$ cat config.mk
export PLATFORM = sky130hd
export DESIGN_NAME = cc_mux_rr_arbiter
export DESIGN_NICKNAME = d
export VERILOG_FILES = /design/src/rtl/cc_mux_rr_arbiter_pkg.sv /design/src/rtl/cc_mux_rr_grant.sv /design/src/rtl/cc_mux_rr_arbiter.sv
export SDC_FILE = /design/constraint.sdc
export NUM_CORES = 1
export LEC_CHECK = 0
export CAP_MARGIN = 0
export CORE_ASPECT_RATIO = 1.2
export CORE_MARGIN = 2
export CORE_UTILIZATION = 45
export CTS_CLUSTER_SIZE = 24
export DETAILED_ROUTE_END_ITERATION = 8
export GPL_ROUTABILITY_DRIVEN = 1
export PLACE_DENSITY = 0.78
export SLEW_MARGIN = 5
export SYNTH_ARGS = -nofsm -noshare
export SYNTH_HDL_FRONTEND = slang
export SYNTH_HIERARCHICAL = 1
export SYNTH_SLANG_ARGS = --single-unit
$ cat constraint.sdc
create_clock -name CC_MUX_ARB_CLOCK_50 -period 2.1 [get_ports CC_MUX_ARB_CLOCK_50]
set_input_delay 0.525 -clock CC_MUX_ARB_CLOCK_50 [delete_from_list [all_inputs] [get_ports CC_MUX_ARB_CLOCK_50]]
set_output_delay 0.525 -clock CC_MUX_ARB_CLOCK_50 [all_outputs]
set_load 0.01 [all_outputs]
$ cat src/rtl/cc_mux_rr_arbiter_pkg.sv
// Shared definitions for the round-robin controller of the 2:1 data mux:
// output-stage state encoding, channel codes and the tie-break helper.
package cc_mux_rr_arbiter_pkg;

    // Output stage occupancy.
    typedef enum logic {
        ST_EMPTY = 1'b0,
        ST_FULL  = 1'b1
    } state_e;

    // Channel codes double as the mux select value.
    localparam logic GRANT_CH1 = 1'b0;
    localparam logic GRANT_CH2 = 1'b1;

    // Pick the channel to serve from the request pattern. A tie goes to the
    // channel that was not served last. With no request the previous
    // channel is returned so the mux select stays put.
    function automatic logic rr_pick(input logic valid1, input logic valid2,
                                     input logic last_grant);
        logic pick;
        if (valid1 && valid2) begin
            pick = (last_grant == GRANT_CH1) ? GRANT_CH2 : GRANT_CH1;
        end else if (valid1) begin
            pick = GRANT_CH1;
        end else if (valid2) begin
            pick = GRANT_CH2;
        end else begin
            pick = last_grant;
        end
        return pick;
    endfunction

endpackage

$ cat src/rtl/cc_mux_rr_grant.sv
// Combinational grant decision: which producer is served this cycle, the
// mux select it implies and the per-channel ready strobes.
module cc_mux_rr_grant
    import cc_mux_rr_arbiter_pkg::*;
(
    input  logic valid1_i,
    input  logic valid2_i,
    input  logic last_grant_i,
    input  logic accept_i,
    output logic grant_valid_o,
    output logic grant_ch_o,
    output logic select_o,
    output logic ready1_o,
    output logic ready2_o
);

    logic pick_s;

    // Decide the grant; select falls back to the last served channel when idle.
    always_comb begin
        pick_s        = rr_pick(valid1_i, valid2_i, last_grant_i);
        grant_valid_o = accept_i & (valid1_i | valid2_i);
        grant_ch_o    = pick_s;
        if (grant_valid_o) begin
            select_o = pick_s;
            ready1_o = (pick_s == GRANT_CH1);
            ready2_o = (pick_s == GRANT_CH2);
        end else begin
            select_o = last_grant_i;
            ready1_o = 1'b0;
            ready2_o = 1'b0;
        end
    end

endmodule

$ cat src/rtl/cc_mux_rr_arbiter.sv
// Upstream controller for the external 2:1 data mux. Arbitrates two
// valid/ready producers round-robin, steers the mux, registers the mux
// output into a one-word stage towards the consumer and counts grants.
module cc_mux_rr_arbiter
    import cc_mux_rr_arbiter_pkg::*;
#(
    parameter int NUMBER_DATAWIDTH = 8,
    parameter int NUMBER_CNTWIDTH  = 8
) (
    input  logic                        CC_MUX_ARB_CLOCK_50,
    input  logic                        CC_MUX_ARB_RESET_InLow,
    input  logic                        CC_MUX_ARB_valid1_In,
    input  logic                        CC_MUX_ARB_valid2_In,
    output logic                        CC_MUX_ARB_ready1_Out,
    output logic                        CC_MUX_ARB_ready2_Out,
    output logic                        CC_MUX_ARB_select_Out,
    input  logic [NUMBER_DATAWIDTH-1:0] CC_MUX_ARB_muxz_InBUS,
    output logic [NUMBER_DATAWIDTH-1:0] CC_MUX_ARB_data_OutBUS,
    output logic                        CC_MUX_ARB_valid_Out,
    input  logic                        CC_MUX_ARB_ready_In,
    output logic [NUMBER_CNTWIDTH-1:0]  CC_MUX_ARB_cnt1_OutBUS,
    output logic [NUMBER_CNTWIDTH-1:0]  CC_MUX_ARB_cnt2_OutBUS
);

    localparam logic [NUMBER_CNTWIDTH-1:0] CNT_ONE = {{(NUMBER_CNTWIDTH-1){1'b0}}, 1'b1};

    state_e                      state_q;
    logic [NUMBER_DATAWIDTH-1:0] data_q;
    logic                        last_grant_q;
    logic [NUMBER_CNTWIDTH-1:0]  cnt1_q;
    logic [NUMBER_CNTWIDTH-1:0]  cnt2_q;
    logic [NUMBER_CNTWIDTH-1:0]  cnt1_d;
    logic [NUMBER_CNTWIDTH-1:0]  cnt2_d;

    logic accept_s;
    logic grant_valid_s;
    logic grant_ch_s;

    // The stage can take a word when empty or when the held word leaves this
    // cycle; nothing is accepted while reset is asserted.
    always_comb begin
        if (!CC_MUX_ARB_RESET_InLow) begin
            accept_s = 1'b0;
        end else begin
            accept_s = (state_q == ST_EMPTY) | CC_MUX_ARB_ready_In;
        end
    end

    cc_mux_rr_grant u_grant (
        .valid1_i      (CC_MUX_ARB_valid1_In),
        .valid2_i      (CC_MUX_ARB_valid2_In),
        .last_grant_i  (last_grant_q),
        .accept_i      (accept_s),
        .grant_valid_o (grant_valid_s),
        .grant_ch_o    (grant_ch_s),
        .select_o      (CC_MUX_ARB_select_Out),
        .ready1_o      (CC_MUX_ARB_ready1_Out),
        .ready2_o      (CC_MUX_ARB_ready2_Out)
    );

    // Output stage FSM with its data register and round-robin pointer.
    always_ff @(posedge CC_MUX_ARB_CLOCK_50) begin
        if (!CC_MUX_ARB_RESET_InLow) begin
            state_q      <= ST_EMPTY;
            data_q       <= {NUMBER_DATAWIDTH{1'b0}};
            last_grant_q <= GRANT_CH2;
        end else begin
            case (state_q)
                ST_EMPTY: begin
                    if (grant_valid_s) begin
                        state_q <= ST_FULL;
                    end else begin
                        state_q <= ST_EMPTY;
                    end
                end
                ST_FULL: begin
                    if (grant_valid_s) begin
                        state_q <= ST_FULL;
                    end else if (CC_MUX_ARB_ready_In) begin
                        state_q <= ST_EMPTY;
                    end else begin
                        state_q <= ST_FULL;
                    end
                end
                default: begin
                    state_q <= ST_EMPTY;
                end
            endcase
            if (grant_valid_s) begin
                data_q       <= CC_MUX_ARB_muxz_InBUS;
                last_grant_q <= grant_ch_s;
            end else begin
                data_q       <= data_q;
                last_grant_q <= last_grant_q;
            end
        end
    end

    // Next value of the saturating grant counters.
    always_comb begin
        cnt1_d = cnt1_q;
        cnt2_d = cnt2_q;
        if (grant_valid_s && (grant_ch_s == GRANT_CH1) && !(&cnt1_q)) begin
            cnt1_d = cnt1_q + CNT_ONE;
        end else begin
            cnt1_d = cnt1_q;
        end
        if (grant_valid_s && (grant_ch_s == GRANT_CH2) && !(&cnt2_q)) begin
            cnt2_d = cnt2_q + CNT_ONE;
        end else begin
            cnt2_d = cnt2_q;
        end
    end

    // Grant counter registers.
    always_ff @(posedge CC_MUX_ARB_CLOCK_50) begin
        if (!CC_MUX_ARB_RESET_InLow) begin
            cnt1_q <= {NUMBER_CNTWIDTH{1'b0}};
            cnt2_q <= {NUMBER_CNTWIDTH{1'b0}};
        end else begin
            cnt1_q <= cnt1_d;
            cnt2_q <= cnt2_d;
        end
    end

    assign CC_MUX_ARB_valid_Out   = (state_q == ST_FULL);
    assign CC_MUX_ARB_data_OutBUS = data_q;
    assign CC_MUX_ARB_cnt1_OutBUS = cnt1_q;
    assign CC_MUX_ARB_cnt2_OutBUS = cnt2_q;

endmodule
==> metrics.txt <==
# TYPE chip_impl_metric gauge
chip_impl_metric{name="pre_cts_slack",unit="ns"} -0.5543
chip_impl_info{name="hold_class",value="flop to flop"} 1
chip_impl_metric{name="layout_fillers",unit=""} 226
chip_impl_info{name="rsz0062_at_grt",value="false"} 1
chip_impl_metric{name="remaining_drcs",unit=""} 0
chip_impl_metric{name="finalNetCount",unit=""} 204
chip_impl_info{name="crit_path_start",value="CC_MUX_ARB_cnt2_OutBUS[2]"} 1
chip_impl_metric{name="crit_cells",unit=""} 1
chip_impl_metric{name="tightest_slew",unit="ns"} 0.3329
chip_impl_info{name="synth_top_flop_cell",value="sky130_fd_sc_hd__dfxtp_1"} 1
chip_impl_metric{name="finClkSkew",unit="ns"} 0.007102
chip_impl_metric{name="gpl.final_weighted_congestion",unit=""} 0.7603
chip_impl_info{name="cts_tree",value="done"} 1
chip_impl_metric{name="maxCapViolCount",unit=""} 0
chip_impl_metric{name="grt_pass1_wl",unit="microns"} 5333
chip_impl_metric{name="slew_headroom",unit="%"} 77.77
chip_impl_metric{name="floorplan.die.height",unit="microns"} 62.48
chip_impl_metric{name="reg2reg_depth",unit=""} 7
chip_impl_metric{name="hold_buffers",unit=""} 0
chip_impl_metric{name="flops_latches_synth",unit=""} 26
chip_impl_metric{name="yosysUniqueCellTypes",unit=""} 42
chip_impl_metric{name="place.port_buffers",unit=""} 40
chip_impl_metric{name="num_io_pins",unit=""} 41
chip_impl_metric{name="synth-seq-area-share",unit="%"} 40.59
chip_impl_metric{name="numClockSinks",unit=""} 26
chip_impl_metric{name="detail_route.wirelength",unit="microns"} 3053
chip_impl_metric{name="rows",unit=""} 21
chip_impl_metric{name="postSynthAreaPerCell",unit="sq um"} 9.161
chip_impl_metric{name="timing.final.setup_violations",unit=""} 0
chip_impl_info{name="critical_path.endpoint",value="CC_MUX_ARB_cnt2_OutBUS[2]"} 1
chip_impl_metric{name="start_util",unit="%"} 46.49
chip_impl_metric{name="timing.critical_path.required",unit="ns"} 1.57
chip_impl_info{name="critPathTopFamily",value="buffers and inverters"} 1
chip_impl_metric{name="drt_pre_antenna_iters",unit=""} 4
chip_impl_metric{name="synth-edff-count",unit=""} 0
chip_impl_metric{name="core",unit="sq um"} 2759
chip_impl_metric{name="period_minus_slack",unit="ns"} 1.997
chip_impl_metric{name="grt.overflow.total",unit=""} 0
chip_impl_metric{name="antennaDiodeCount",unit=""} 0
chip_impl_info{name="crit_path_top_delay_cell",value="sky130_fd_sc_hd__clkdlybuf4s50_1"} 1
chip_impl_info{name="path_cells",value="clkdlybuf4s50_1"} 1
chip_impl_metric{name="total_power",unit="mW"} 1.040
chip_impl_metric{name="final_layout_size_suffix_gt1_share",unit="%"} 18.09
chip_impl_metric{name="timing.reg2reg.setup_slack",unit="ns"} 0.43
chip_impl_metric{name="max-vdd-ir-drop",unit="V"} 0.0004888
chip_impl_metric{name="synth.yosys.warnings",unit=""} 6
chip_impl_metric{name="max-clock-path-buffers",unit=""} 2
chip_impl_info{name="mostFrequentLayoutCells",value="sky130_fd_sc_hd__clkdlybuf4s50_1, sky130_fd_sc_hd__dfxtp_1, sky130_fd_sc_hd__nand2_1, sky130_fd_sc_hd__mux2i_1"} 1
chip_impl_metric{name="synth.cell_area",unit="sq um"} 1282
chip_impl_metric{name="post-dp-hpwl",unit="microns"} 2210
chip_impl_metric{name="area.growth.synth_to_final",unit="%"} 44.19
chip_impl_info{name="layout_commonest_cell",value="sky130_fd_sc_hd__clkdlybuf4s50_1"} 1
chip_impl_metric{name="groute.usage.overall",unit="%"} 20.68
chip_impl_metric{name="drt_iter0_drc",unit=""} 34
chip_impl_metric{name="routed_wire_length_per_instance",unit="microns"} 13.75
chip_impl_metric{name="net_count_synth",unit=""} 155
chip_impl_metric{name="path_max_fanout",unit=""} 10
chip_impl_info{name="crit-reg2reg-capture",value="CC_MUX_ARB_cnt1_OutBUS[5]"} 1
chip_impl_metric{name="syn-instance-count",unit=""} 140
chip_impl_metric{name="cp.buffers_inverters",unit=""} 1
chip_impl_info{name="cts_root_buffer",value="sky130_fd_sc_hd__clkbuf_4"} 1
chip_impl_metric{name="route.detailed.vias_per_inst",unit=""} 5.649
chip_impl_metric{name="setup_ws",unit="ns"} 0.1028
chip_impl_metric{name="cts.clk_slew.worst_paths",unit="ns"} 0.15
chip_impl_info{name="cp-end-kind",value="output pin"} 1
chip_impl_metric{name="insertion_delay",unit="ns"} 0.32
chip_impl_metric{name="clock_buffer_count_from_cts",unit=""} 3
chip_impl_metric{name="power_per_cell_area",unit="nW/um^2"} 562.2
chip_impl_metric{name="fin_crit_sh",unit="%"} 95.10
chip_impl_metric{name="die_width",unit="microns"} 52.74
chip_impl_metric{name="final-hold-violation-count",unit=""} 0
chip_impl_metric{name="first_global_vias",unit=""} 1181
chip_impl_info{name="run_status",value="completed"} 1
chip_impl_metric{name="total_die_area",unit="sq um"} 3295
chip_impl_metric{name="htree_levels",unit=""} 1
chip_impl_metric{name="dr_total_vias",unit=""} 1254
chip_impl_metric{name="finalMaxSlewViolations",unit=""} 0
chip_impl_info{name="timing.setup.critical_path_class",value="flop to output pin"} 1
chip_impl_metric{name="worst-endpoint-arrival",unit="ns"} 1.47
chip_impl_metric{name="power.leakage",unit="nW"} 0.7243
chip_impl_metric{name="pin_count_of_the_biggest_net_entering_global_routing",unit=""} 19
chip_impl_metric{name="synth_async_reset_ratio",unit="%"} 0
chip_impl_metric{name="grt_antenna_before_repair",unit=""} 0
chip_impl_metric{name="drtAntennaViolNets",unit=""} 0
chip_impl_metric{name="max_freq",unit="GHz"} 0.5007
chip_impl_metric{name="critical-path-max-stage-delay",unit="ns"} 0.60
chip_impl_info{name="r2r_start",value="CC_MUX_ARB_valid_Out"} 1
chip_impl_info{name="worst_setup_path_start_kind",value="flop"} 1
[through the flow]
step	setup TNS, ns	util, %	hold slack [ns]	cells	instance area [sq um]
detailed placement	-6.892	63.81	0.4877	217	1760
floorplan	0	-	0.5064	140	1282
CTS	-0.003935	66.12	0.5164	222	1824
finish	0	67.03	0.5113	222	1849
global placement	-6.245	63.81	0.4717	217	1760
global route	0	67.03	0.5476	222	1849
[sequential cells by signal, indices dropped and copies added (netlist names)]
register and flops:
CC_MUX_ARB_data_OutBUS 8, last_grant_q 1, CC_MUX_ARB_cnt2_OutBUS 8, CC_MUX_ARB_valid_Out 1
CC_MUX_ARB_cnt1_OutBUS 8
[where the power goes]
part	switching, mW	leakage (nW)	total (mW)	internal (mW)
clock	0.153	0.0279	0.346	0.193
sequential	0.0158	0.212	0.527	0.511
combinational	0.0726	0.485	0.167	0.0942
[worst min path at each step]
stage                                    startpoint                         to  slack [ns]  cells past startpoint
after detailed placement  CC_MUX_ARB_data_OutBUS[3]  CC_MUX_ARB_data_OutBUS[3]        0.49                      2
after global placement    CC_MUX_ARB_data_OutBUS[3]  CC_MUX_ARB_data_OutBUS[3]        0.47                      2
final                     CC_MUX_ARB_data_OutBUS[3]  CC_MUX_ARB_data_OutBUS[3]        0.51                      2
after CTS                 CC_MUX_ARB_data_OutBUS[3]  CC_MUX_ARB_data_OutBUS[3]        0.52                      2
after global routing      CC_MUX_ARB_data_OutBUS[3]  CC_MUX_ARB_data_OutBUS[3]        0.55                      2
after floorplan           CC_MUX_ARB_cnt2_OutBUS[1]  CC_MUX_ARB_cnt2_OutBUS[1]        0.51                      2
[final cells by class]
class	count	area [sq um]	area share (%)
Inverter	5	18.77	1.015
Tap cell	34	42.54	2.300
Timing Repair Buffer	50	465.4	25.17
Clock inverter	1	30.03	1.624
Multi-Input combinational cell	103	749.5	40.53
Clock buffer	3	22.52	1.218
Sequential cell	26	520.5	28.15
[synthesized netlist by cell type (2+ instances only)]
master                      n  area, sq um
sky130_fd_sc_hd__nor2_1    10        37.54
sky130_fd_sc_hd__and4_1     3        26.28
sky130_fd_sc_hd__dfxtp_1   26        520.5
sky130_fd_sc_hd__nand4b_1   2        17.52
sky130_fd_sc_hd__buf_2      2        10.01
sky130_fd_sc_hd__and3_1     6        37.54
sky130_fd_sc_hd__nand4_1    2        12.51
sky130_fd_sc_hd__o21bai_1   3        22.52
sky130_fd_sc_hd__nand2b_1   3        18.77
sky130_fd_sc_hd__ha_1       2        25.02
sky130_fd_sc_hd__buf_4      2        15.01
sky130_fd_sc_hd__mux2i_1   13        130.1
sky130_fd_sc_hd__a31oi_1    3        18.77
sky130_fd_sc_hd__nand3_1    4        20.02
sky130_fd_sc_hd__a311oi_1   3        26.28
sky130_fd_sc_hd__a211oi_1   3        22.52
sky130_fd_sc_hd__inv_1      4        15.01
sky130_fd_sc_hd__nand2_1   14        52.55
sky130_fd_sc_hd__a21oi_1   10        50.05
sky130_fd_sc_hd__nor3_1     3        15.01
[kinds of logic (layout without fill, tap and decap cells)]
family	after synthesis	count (layout)	share of synthesized area [%]
AOI/OAI and AO/OA	32	32	19.03
adders and majority gates	2	2	1.951
muxes	13	13	10.15
buffers and inverters	11	59	3.999
DFF	26	26	40.59
and+or+nand+nor	56	56	24.30
[metal layers]
metal  vias up  routed length, microns  track usage [%]
met2        41                    1530            33.75
met3         4                     207            5.502
met1       591                    1287            26.36
li1        618                       -                -
met5         -                       0                0
met4         0                      27            5.769
[what timing repair did]
item | CTS | global route
endpoints found under the setup margin | 4 | 13
buffers inserted | 1 | 0
pin swaps | 0 | 4
gates resized for setup | 16 | 8
Note: power is estimated with default switching activity, not from simulation.
